### src/rtl/uart_tx_pkg.sv
// Shared types and constants for the UART transmit frame generator.
package uart_tx_pkg;

    // Transmit FSM states, in frame order.
    typedef enum logic [2:0] {
        IDLE   = 3'd0,
        START  = 3'd1,
        DATA   = 3'd2,
        PARITY = 3'd3,
        STOP   = 3'd4
    } tx_state_e;

    // Parity_Type encoding.
    localparam logic PAR_EVEN = 1'b0;
    localparam logic PAR_ODD  = 1'b1;

    // Serial line levels.
    localparam logic IDLE_LEVEL  = 1'b1;
    localparam logic START_LEVEL = 1'b0;
    localparam logic STOP_LEVEL  = IDLE_LEVEL;

endpackage : uart_tx_pkg

### src/rtl/uart_tx_bit_timer.sv
// Bit-period timer for the UART transmitter: counts prescaled clock cycles
// within one bit, pulses bit_done on the last cycle of each bit and counts
// completed data bits.
module uart_tx_bit_timer #(
    parameter int PRESCALE_WIDTH = 6,
    parameter int IDX_WIDTH      = 4
) (
    input  logic                      CLK,
    input  logic                      RST,
    input  logic                      enable,
    input  logic                      idx_en,
    input  logic [PRESCALE_WIDTH-1:0] prescale_m1,
    output logic                      bit_done,
    output logic [IDX_WIDTH-1:0]      bit_idx
);

    logic [PRESCALE_WIDTH-1:0] count_r;
    logic [IDX_WIDTH-1:0]      idx_r;

    // The wrap cycle is the last cycle of the current bit.
    assign bit_done = enable && (count_r == prescale_m1);
    assign bit_idx  = idx_r;

    // Cycle counter and data-bit index; both held at zero while disabled.
    always_ff @(posedge CLK) begin
        if (RST || !enable) begin
            count_r <= {PRESCALE_WIDTH{1'b0}};
            idx_r   <= {IDX_WIDTH{1'b0}};
        end else if (bit_done) begin
            count_r <= {PRESCALE_WIDTH{1'b0}};
            if (idx_en) begin
                idx_r <= idx_r + {{(IDX_WIDTH-1){1'b0}}, 1'b1};
            end else begin
                idx_r <= idx_r;
            end
        end else begin
            count_r <= count_r + {{(PRESCALE_WIDTH-1){1'b0}}, 1'b1};
            idx_r   <= idx_r;
        end
    end

endmodule : uart_tx_bit_timer

### src/rtl/uart_tx_frame_gen.sv
// UART transmit frame generator: serialises one byte per accepted request as
// start bit, LSB-first data, optional parity and one stop bit, each bit held
// for Prescale clock cycles. TX_OUT and Busy are registered.
module uart_tx_frame_gen
    import uart_tx_pkg::*;
#(
    parameter int DATA_WIDTH     = 8,
    parameter int PRESCALE_WIDTH = 6
) (
    input  logic                      CLK,
    input  logic                      RST,
    input  logic [DATA_WIDTH-1:0]     P_DATA,
    input  logic                      Data_Valid,
    input  logic                      Parity_Enable,
    input  logic                      Parity_Type,
    input  logic [PRESCALE_WIDTH-1:0] Prescale,
    output logic                      TX_OUT,
    output logic                      Busy
);

    localparam int IDX_WIDTH = $clog2(DATA_WIDTH + 1);
    localparam logic [IDX_WIDTH-1:0] LAST_IDX = IDX_WIDTH'(DATA_WIDTH - 1);

    // Parity over the data bits: even = XOR reduction, odd = its inverse.
    function automatic logic calc_parity(input logic [DATA_WIDTH-1:0] data,
                                         input logic                  ptype);
        logic even_bit;
        even_bit = ^data;
        return (ptype == PAR_ODD) ? ~even_bit : even_bit;
    endfunction

    tx_state_e                 state_r;
    tx_state_e                 state_nxt_s;
    logic [DATA_WIDTH-1:0]     shift_r;
    logic                      parity_en_r;
    logic                      parity_bit_r;
    logic [PRESCALE_WIDTH-1:0] presc_m1_r;
    logic [PRESCALE_WIDTH-1:0] presc_m1_s;
    logic                      accept_s;
    logic                      timer_en_s;
    logic                      idx_en_s;
    logic                      bit_done_s;
    logic [IDX_WIDTH-1:0]      bit_idx_s;
    logic                      tx_nxt_s;
    logic                      tx_r;
    logic                      busy_r;

    // Prescale of 0 behaves as 1, so mapping to P-1 never underflows.
    assign presc_m1_s = (Prescale == {PRESCALE_WIDTH{1'b0}})
                      ? {PRESCALE_WIDTH{1'b0}}
                      : Prescale - {{(PRESCALE_WIDTH-1){1'b0}}, 1'b1};

    assign accept_s   = (state_r == IDLE) && Data_Valid;
    assign timer_en_s = (state_r != IDLE);
    assign idx_en_s   = (state_r == DATA);

    uart_tx_bit_timer #(
        .PRESCALE_WIDTH (PRESCALE_WIDTH),
        .IDX_WIDTH      (IDX_WIDTH)
    ) u_bit_timer (
        .CLK         (CLK),
        .RST         (RST),
        .enable      (timer_en_s),
        .idx_en      (idx_en_s),
        .prescale_m1 (presc_m1_r),
        .bit_done    (bit_done_s),
        .bit_idx     (bit_idx_s)
    );

    // FSM state register.
    always_ff @(posedge CLK) begin
        if (RST) begin
            state_r <= IDLE;
        end else begin
            state_r <= state_nxt_s;
        end
    end

    // Next-state logic and the line level for the current state.
    always_comb begin
        state_nxt_s = state_r;
        tx_nxt_s    = IDLE_LEVEL;
        case (state_r)
            IDLE: begin
                tx_nxt_s = IDLE_LEVEL;
                if (Data_Valid) begin
                    state_nxt_s = START;
                end else begin
                    state_nxt_s = IDLE;
                end
            end
            START: begin
                tx_nxt_s = START_LEVEL;
                if (bit_done_s) begin
                    state_nxt_s = DATA;
                end else begin
                    state_nxt_s = START;
                end
            end
            DATA: begin
                tx_nxt_s = shift_r[0];
                if (bit_done_s && (bit_idx_s == LAST_IDX)) begin
                    state_nxt_s = parity_en_r ? PARITY : STOP;
                end else begin
                    state_nxt_s = DATA;
                end
            end
            PARITY: begin
                tx_nxt_s = parity_bit_r;
                if (bit_done_s) begin
                    state_nxt_s = STOP;
                end else begin
                    state_nxt_s = PARITY;
                end
            end
            STOP: begin
                tx_nxt_s = STOP_LEVEL;
                if (bit_done_s) begin
                    state_nxt_s = IDLE;
                end else begin
                    state_nxt_s = STOP;
                end
            end
            default: begin
                tx_nxt_s    = IDLE_LEVEL;
                state_nxt_s = IDLE;
            end
        endcase
    end

    // Latch the frame-constant settings on accept; shift data out LSB first.
    always_ff @(posedge CLK) begin
        if (RST) begin
            shift_r      <= {DATA_WIDTH{1'b0}};
            parity_en_r  <= 1'b0;
            parity_bit_r <= 1'b0;
            presc_m1_r   <= {PRESCALE_WIDTH{1'b0}};
        end else if (accept_s) begin
            shift_r      <= P_DATA;
            parity_en_r  <= Parity_Enable;
            parity_bit_r <= calc_parity(P_DATA, Parity_Type);
            presc_m1_r   <= presc_m1_s;
        end else if ((state_r == DATA) && bit_done_s) begin
            shift_r      <= {1'b0, shift_r[DATA_WIDTH-1:1]};
        end else begin
            shift_r      <= shift_r;
        end
    end

    // Registered serial line and busy flag; reset forces the line idle.
    always_ff @(posedge CLK) begin
        if (RST) begin
            tx_r   <= IDLE_LEVEL;
            busy_r <= 1'b0;
        end else begin
            tx_r   <= tx_nxt_s;
            busy_r <= (state_r != IDLE);
        end
    end

    assign TX_OUT = tx_r;
    assign Busy   = busy_r;

endmodule : uart_tx_frame_gen
### config.mk
export PLATFORM = sky130hd
export DESIGN_NAME = uart_tx_frame_gen
export DESIGN_NICKNAME = d
export VERILOG_FILES = /design/src/rtl/uart_tx_pkg.sv /design/src/rtl/uart_tx_bit_timer.sv /design/src/rtl/uart_tx_frame_gen.sv
export SDC_FILE = /design/constraint.sdc
export NUM_CORES = 1
export LEC_CHECK = 0
export ABC_CLOCK_PERIOD_IN_PS = 2780
export CORE_MARGIN = 2
export CORE_UTILIZATION = 45
export CTS_BUF_LIST = sky130_fd_sc_hd__clkbuf_16
export CTS_CLUSTER_SIZE = 30
export DETAILED_ROUTE_END_ITERATION = 10
export GPL_ROUTABILITY_DRIVEN = 0
export GPL_TIMING_DRIVEN = 0
export HOLD_SLACK_MARGIN = 0.1
export PLACE_DENSITY = 0.76
export SYNTH_ARGS = -nofsm -noshare
export SYNTH_HDL_FRONTEND = slang
export SYNTH_SLANG_ARGS = --single-unit
export TNS_END_PERCENT = 100
### constraint.sdc
create_clock -name CLK -period 2.78 [get_ports CLK]
set_input_delay 0.278 -clock CLK [delete_from_list [all_inputs] [get_ports CLK]]
set_output_delay 0.278 -clock CLK [all_outputs]
set_load 0.05 [all_outputs]
## Yosys cells after proc, flatten, opt, wreduce, memory -nomap -nowiden

Index checks and enable logic that the tools add are counted.

| storage, ports and cells | value |
|---|---|
| register bits after elaboration | 31 |
| latch bits | 0 |
| bits in writable memories | 0 |
| bits in read-only memories | 0 |
| bits of input ports | 19 |
| output and inout bits | 2 |
| word-level logic and storage cells | 44 |
| memories kept | 0 |

| cells by class | value |
|---|---|
| add/subtract/negate cells | 3 |
| multiply operators | 0 |
| divide/modulo/power cells | 0 |
| $lt $le $gt $ge | 0 |
| equal/unequal tests | 6 |
| shift-type cells | 0 |
| muxes and demuxes | 12 |
| bitwise gates (word level) | 1 |
| reduce and logical (&&, ||, !) cells | 13 |

Operator list:

| kind | number |
|---|---|
| $mux W8 | 2 |
| $pmux W3 S5 | 1 |
| $mux W3 | 4 |
| $reduce_xor A8 Y1 | 1 |
| $add A6 B1 Y6 const B | 1 |
| $eq A3 B2 Y1 const B | 2 |
| $eq A6 B6 Y1 | 1 |
| $logic_not A6 Y1 | 1 |
| $mux W6 | 1 |
| $sub A6 B1 Y6 const B | 1 |
| $add A4 B1 Y4 const B | 1 |
| $eq A4 B3 Y1 const B | 1 |
| $logic_and A1 B1 Y1 | 4 |
| $eq A3 B1 Y1 const B | 1 |
| $eq A3 B3 Y1 const B | 1 |
| $logic_not A3 Y1 | 1 |
| $pmux W1 S3 | 1 |
| $reduce_bool A3 Y1 | 1 |
| $mux W1 | 2 |
| $mux W2 | 1 |
| $reduce_and A2 Y1 | 1 |
| $reduce_bool A2 Y1 | 1 |
| $reduce_or A2 Y1 | 1 |
| $logic_not A1 Y1 | 1 |
| 2 further kinds | 2 |

## Logic depth before layout (Yosys ltp)

| logic depth | value |
|---|---|
| depth after elaboration | 5 |
| gate-level depth with buffers | 6 |

## Modules after synthesis

A second synthesis with hierarchy kept.

| second synthesis, totals | value |
|---|---|
| cell total of the unflattened synthesis | 196 |
| area total of the unflattened synthesis | 1670.4 um2 |

By module, submodules not included:

| module | times used | cells an instance | area an instance (um2) | seq. area each (um2) |
|---|---|---|---|---|
| uart_tx_frame_gen | 1 | 138 | 1164.9 | 420.4 |
| uart_tx_bit_timer | 1 | 58 | 505.5 | 200.2 |

## Worst setup path after synthesis

No wires, ideal clock.

| timing | value |
|---|---|
| path type | register to register |
| start point | register u_bit_timer.count_r[3] |
| end point | register shift_r[0] |
| setup time | 0.086 ns |
| arrival | 1.535 ns |
| data required time | 2.694 ns |
| path slack | 1.160 ns |
| cell stages (with the launch flop) | 7 |
| path buffers | 1 |
| path through | dfxtp_1 xor2_1 nor4_4 nand3_4 buf_4 mux2i_1 a211oi_1 |

| between the ends | value |
|---|---|
| longest elaborated chain between the ends | 4 |

RTL lines:

| element | RTL line | source |
|---|---|---|
| from (decl) | uart_tx_bit_timer.sv:17 | `logic [PRESCALE_WIDTH-1:0] count_r;` |
| from (signal assigned) | uart_tx_bit_timer.sv:27 | `count_r <= {PRESCALE_WIDTH{1'b0}};` |
| from (signal assigned) | uart_tx_bit_timer.sv:30 | `count_r <= {PRESCALE_WIDTH{1'b0}};` |
| from (signal assigned) | uart_tx_bit_timer.sv:37 | `count_r <= count_r + {{(PRESCALE_WIDTH-1){1'b0}}, 1'b1};` |
| $eq A6 B6 Y1 | uart_tx_bit_timer.sv:21 | `assign bit_done = enable && (count_r == prescale_m1);` |
| $logic_and A1 B1 Y1 | uart_tx_bit_timer.sv:21 |  |
| $logic_and A1 B1 Y1 | uart_tx_frame_gen.sv:143 | `end else if ((state_r == DATA) && bit_done_s) begin` |
| $reduce_bool A2 Y1 (no line) | -- |  |
| to (signal assigned) | uart_tx_frame_gen.sv:134 | `shift_r <= {DATA_WIDTH{1'b0}};` |
| to (signal assigned) | uart_tx_frame_gen.sv:144 | `shift_r <= {1'b0, shift_r[DATA_WIDTH-1:1]};` |
| to (signal assigned) | uart_tx_frame_gen.sv:146 | `shift_r <= shift_r;` |
| to (decl) | uart_tx_frame_gen.sv:34 | `logic [DATA_WIDTH-1:0] shift_r;` |

No other way between the ends.
A chain may end at the register's enable or synchronous reset.

## Final worst setup path

| timing | value |
|---|---|
| start point | register state_r[0] |
| end point | register presc_m1_r[3] |

| between the ends | value |
|---|---|
| longest elaborated chain between the ends | 2 |

RTL lines:

| element | RTL line | source |
|---|---|---|
| from (decl) | uart_tx_frame_gen.sv:32 | `tx_state_e state_r;` |
| from (signal assigned) | uart_tx_frame_gen.sv:75 | `state_r <= state_nxt_s;` |
| $logic_not A3 Y1 | uart_tx_frame_gen.sv:53 | `assign accept_s = (state_r == IDLE) && Data_Valid;` |
| $logic_and A1 B1 Y1 | uart_tx_frame_gen.sv:53 |  |
| to (signal assigned) | uart_tx_frame_gen.sv:137 | `presc_m1_r <= {PRESCALE_WIDTH{1'b0}};` |
| to (signal assigned) | uart_tx_frame_gen.sv:142 | `presc_m1_r <= presc_m1_s;` |
| to (decl) | uart_tx_frame_gen.sv:37 | `logic [PRESCALE_WIDTH-1:0] presc_m1_r;` |

No other way between the ends.

==> results summary <==
The flow ran to the end, and the final reports show no timing, DRC or antenna violations. The effective utilization at floorplan came out at a little under half. The critical path is of the flip-flop to flip-flop type.

The family of cells with the greatest summed delay on the critical path is simple AND/OR/NAND/NOR gates. The CTS buffer count is 5. The cell area after placement is 1760 um2. Once the clock tree was built, the setup fixing pass inserted 0 buffers. Data on the critical path is required at its endpoint by 2980 ps.

The max-slew headroom at the worst pin came out at between 60% and 70%. The endpoint identified for the worst register-to-register timing path is presc_m1_r[3]$_SDFFE_PP0P_. Timing analysis after detailed placement gives a worst setup slack of 968 ps. The area taken by flip-flops and latches is between 600 and 700 um2. The number of antenna violations at the first check in global routing was 0. The number of stages on the worst hold path is 2. In the post-synthesis netlist, the cell with the most instances is sky130_fd_sc_hd__dfxtp_1.

Setup repair after global routing left no endpoint under its margin. The first routing iteration left 54 violations. The clock transition at the register clock pins on the worst setup and hold paths after CTS came out at 50 ps.

The number of vias after detailed routing is 1270. The synthesis-stage register bit count came out at 31. The longest individual stage delay on the worst path came out at 430 ps.

The design area came out at about 1900 um2. In this run the worst path has a maximum fanout of 9. The worst register-to-register path has a setup slack of 900 ps. The horizontal die dimension is 61.9 um.

The count of mapped cells out of synthesis came out at about 170. The count of synthesis-stage warnings from yosys is 0. The count of cells resized by post-cts repair came out at 0. The worst setup path is launched from a flip-flop.

The count of endpoints failing hold in the final timing report is 0. The post-synthesis xor/xnor area fraction came out at between 10% and 20%. In the synthesized netlist the dominant register cell turns out to be sky130_fd_sc_hd__dfxtp_1.

The remaining global-route overflow came out at 0. The number of filler cells placed in the layout is ~290. Dividing the detail-routed via count by the number of cells gives 5.34. The final net count is between 200 and 250.

The proportion of layout cells with a drive suffix above 1 came out at under 10%. The vertical die dimension came out at about 62 um. Input and output buffers added on the ports amount to 20.

In this run the remaining antenna-violating nets after routing total 0. The wire length of the first global-routing pass is slightly above 5000 um. The net count of the mapped netlist came out at 189. The routed design could run at a clock period as short as 1880 ps. No sink is reached through more buffers than the 2 on the longest clock path. The post-route DRC violation count came out at 0. The worst clock skew is about 1.6 ps. The capturing element type of the critical path is a flip-flop. In this run the clock root is driven by a sky130_fd_sc_hd__clkbuf_16. The synthesized netlist occupies a cell area of between 1500 and 2000 um2. Counting instances in the post-synthesis netlist gives the leading cell types as sky130_fd_sc_hd__dfxtp_1, sky130_fd_sc_hd__nor2_1, sky130_fd_sc_hd__nand2_1. For hold timing, the worst endpoint is parity_bit_r$_SDFFE_PP0P_. The synthesized design contains 0 enable-type register cells. The detailed placement HPWL is roughly 2300 um. The count of inserted antenna diode cells is 0. The classification of the worst-slack hold path is flip-flop to flip-flop.

At the later pin of the worst-skew pair, clock insertion delay measures between 200 and 300 ps. The fraction of synthesized cell area taken by the top area cell type is approximately two fifths. After synthesis, the largest family of logic cells by area is simple AND/OR/NAND/NOR gates. The biggest area contributor in the post-synthesis netlist is sky130_fd_sc_hd__dfxtp_1. The max-slew violation count came out at 0.

The share of flip-flops with an asynchronous set or reset after synthesis came out at 0%. The final cycle utilization of the critical path came out at 67.6%. The number of H-tree levels is 2. On the critical path, the stage with the largest delay is an instance of sky130_fd_sc_hd__a31oi_1. The signal on the critical path passes through clkbuf_1, nor3_1, nand2_1, a31oi_1, a22oi_1, nor2_1. The area used by multi-input combinational logic is roughly 840 um2.

The setup total negative slack came out at 0 ps. The unique cell type count in the Yosys netlist came out at 33. The startpoint identified for the worst hold timing path is parity_bit_r$_SDFFE_PP0P_.

The die footprint is 3830 um2. The cts-stage hold buffer count is 0. Across every metal layer, demand over resource in global routing totals about a fifth.

Counting both buffers and inverters, the worst setup path holds a total of 1. The portion of the post-synthesis area used by sequential elements came out at 41.2%. The total of endpoints with negative setup slack in the final report is 0. 21 I/O pins were placed. The via count of the first global-routing pass came to 1179. The tool flagged a number of max-cap violations equal to 0. A synthesized cell averages 9.07 um2. The area share of fa/ha/maj cells after synthesis came out at between 3 and 4%. The placement row count came out at 21. Summing internal, switching and leakage power gives 1.26 mW. The pin count of the biggest net entering global routing is 11. The setup slack after layout came out at approximately 900 ps. In this run the critical register-to-register path is launched from state_r[0]$_SDFF_PP0_. The total power per unit cell area is 665 nW/um2. The maximum vdd drop is 0.351 mV. The standard cell core area came out at between 3000 and 4000 um2. The sum of routed wire length over all layers is ~3100 um. The number of iterations in the first detailed-routing pass is 4. The standby leakage power is just over 0.8 nW. The count of clock tree sinks came out at 31. The multiplexer fraction of the synthesized cell area is under 10%. The critical path data arrival time came out at 2080 ps. The compound-gate portion of the synthesized area is 12.7%. After synthesis, the cell types taking the most area are sky130_fd_sc_hd__dfxtp_1, sky130_fd_sc_hd__xor2_1, sky130_fd_sc_hd__nor2_1. The top achievable clock speed is around 0.53 GHz. For the pin with the worst max-slew slack, the measured transition is ~500 ps.

The average wire length per cell after detail routing is around 13 um. From synthesis to final layout, the design area changed by 25.7%. TritonCTS built the clock tree.

Summing the areas of all and, or, nand and nor instances in the mapped netlist gives about 21% of the synthesized area. The cell count of the worst reg-to-reg path is 6.
==> flip-flops by register name, indices dropped and copies added (netlist names) <==
name and flops:
state_r 3, shift_r 8, presc_m1_r 6, u_bit_timer.count_r 6, TX_OUT 1, Busy 1, parity_bit_r 1, parity_en_r 1
u_bit_timer.bit_idx 4
==> layout by cell type (no fill, tap or decap), types with 3 or more instances in the layout <==
| master | netlist | routed |
|---|---|---|
| sky130_fd_sc_hd__a211oi_1 | 8 | 8 |
| sky130_fd_sc_hd__inv_1 | 6 | 7 |
| sky130_fd_sc_hd__xnor2_1 | 9 | 9 |
| sky130_fd_sc_hd__clkbuf_1 | 5 | 5 |
| sky130_fd_sc_hd__nand2_1 | 13 | 13 |
| sky130_fd_sc_hd__clkdlybuf4s50_1 | 0 | 20 |
| sky130_fd_sc_hd__or3_1 | 3 | 3 |
| sky130_fd_sc_hd__ha_1 | 4 | 4 |
| sky130_fd_sc_hd__a22oi_1 | 6 | 6 |
| sky130_fd_sc_hd__mux2i_1 | 8 | 8 |
| sky130_fd_sc_hd__nand3_1 | 4 | 4 |
| sky130_fd_sc_hd__xor2_1 | 12 | 12 |
| sky130_fd_sc_hd__a21oi_1 | 7 | 7 |
| sky130_fd_sc_hd__nor2_1 | 26 | 26 |
| sky130_fd_sc_hd__clkbuf_16 | 0 | 5 |
| sky130_fd_sc_hd__dfxtp_1 | 31 | 31 |
==> logic make-up after synthesis <==
group,after synthesis
AND/OR/NAND/NOR,60
flip-flops,31
AO/OA/AOI/OAI,29
XOR/XNOR,22
buffers and inverters,12
multiplexers,8
adder cells (fa/ha/maj),4
==> worst max path at each step <==
stage	from	endpoint	slack, ps	cells after the start
6_report	state_r[0]$_SDFF_PP0_	presc_m1_r[3]$_SDFFE_PP0P_	900	6
5_1_grt	state_r[0]$_SDFF_PP0_	presc_m1_r[0]$_SDFFE_PP0P_	770	6
4_1_cts	state_r[0]$_SDFF_PP0_	presc_m1_r[3]$_SDFFE_PP0P_	910	6
3_5_place_dp	RST	presc_m1_r[3]$_SDFFE_PP0P_	970	4
3_3_place_gp	RST	presc_m1_r[5]$_SDFFE_PP0P_	980	4
2_1_floorplan	u_bit_timer.count_r[3]$_SDFF_PP0_	shift_r[0]$_SDFFE_PP0P_	1160	6
==> final cells by class <==
| cell class | count | area share, % |
|---|---|---|
| buffer | 6 | 1.39 |
| multi-input combinational | 123 | 44.2 |
| clock inverter | 1 | 0.198 |
| inverter | 6 | 1.19 |
| sequential | 31 | 32.8 |
| timing repair buffer | 20 | 10.6 |
| tap | 46 | 3.04 |
| clock buffer | 5 | 6.61 |
==> metrics by stage <==
stage	cells	hold WS (ps)	util, %
2_1_floorplan	166	380	-
3_3_place_gp	232	443	53.7
3_5_place_dp	232	453	53.7
4_1_cts	238	460	57.6
5_1_grt	238	487	57.6
6_report	238	466	57.6
==> tightest hold or removal path, stage by stage, from the launching register on <==
cell                      delay, ps
sky130_fd_sc_hd__dfxtp_1        310
sky130_fd_sc_hd__nand2_1         50
sky130_fd_sc_hd__a21oi_1         50
==> report_power, final <==
part	leakage [nW]	switching [mW]	internal [mW]
clock network	0.0669	0.169	0.316
logic	0.484	0.146	0.116
registers	0.254	0.0257	0.486
total	0.804	0.341	0.918
==> metal layers <==
| metal | up-vias | GRT usage, % | routed length [um] |
|---|---|---|---|
| li1 | 630 | - | - |
| met1 | 590 | 22.0 | 1350 |
| met2 | 43 | 30.8 | 1540 |
| met3 | 7 | 4.76 | 165 |
| met4 | 0 | 12.5 | 66 |
| met5 | - | 0 | 0 |
No activity file was read; power rests on OpenSTA's default activity.
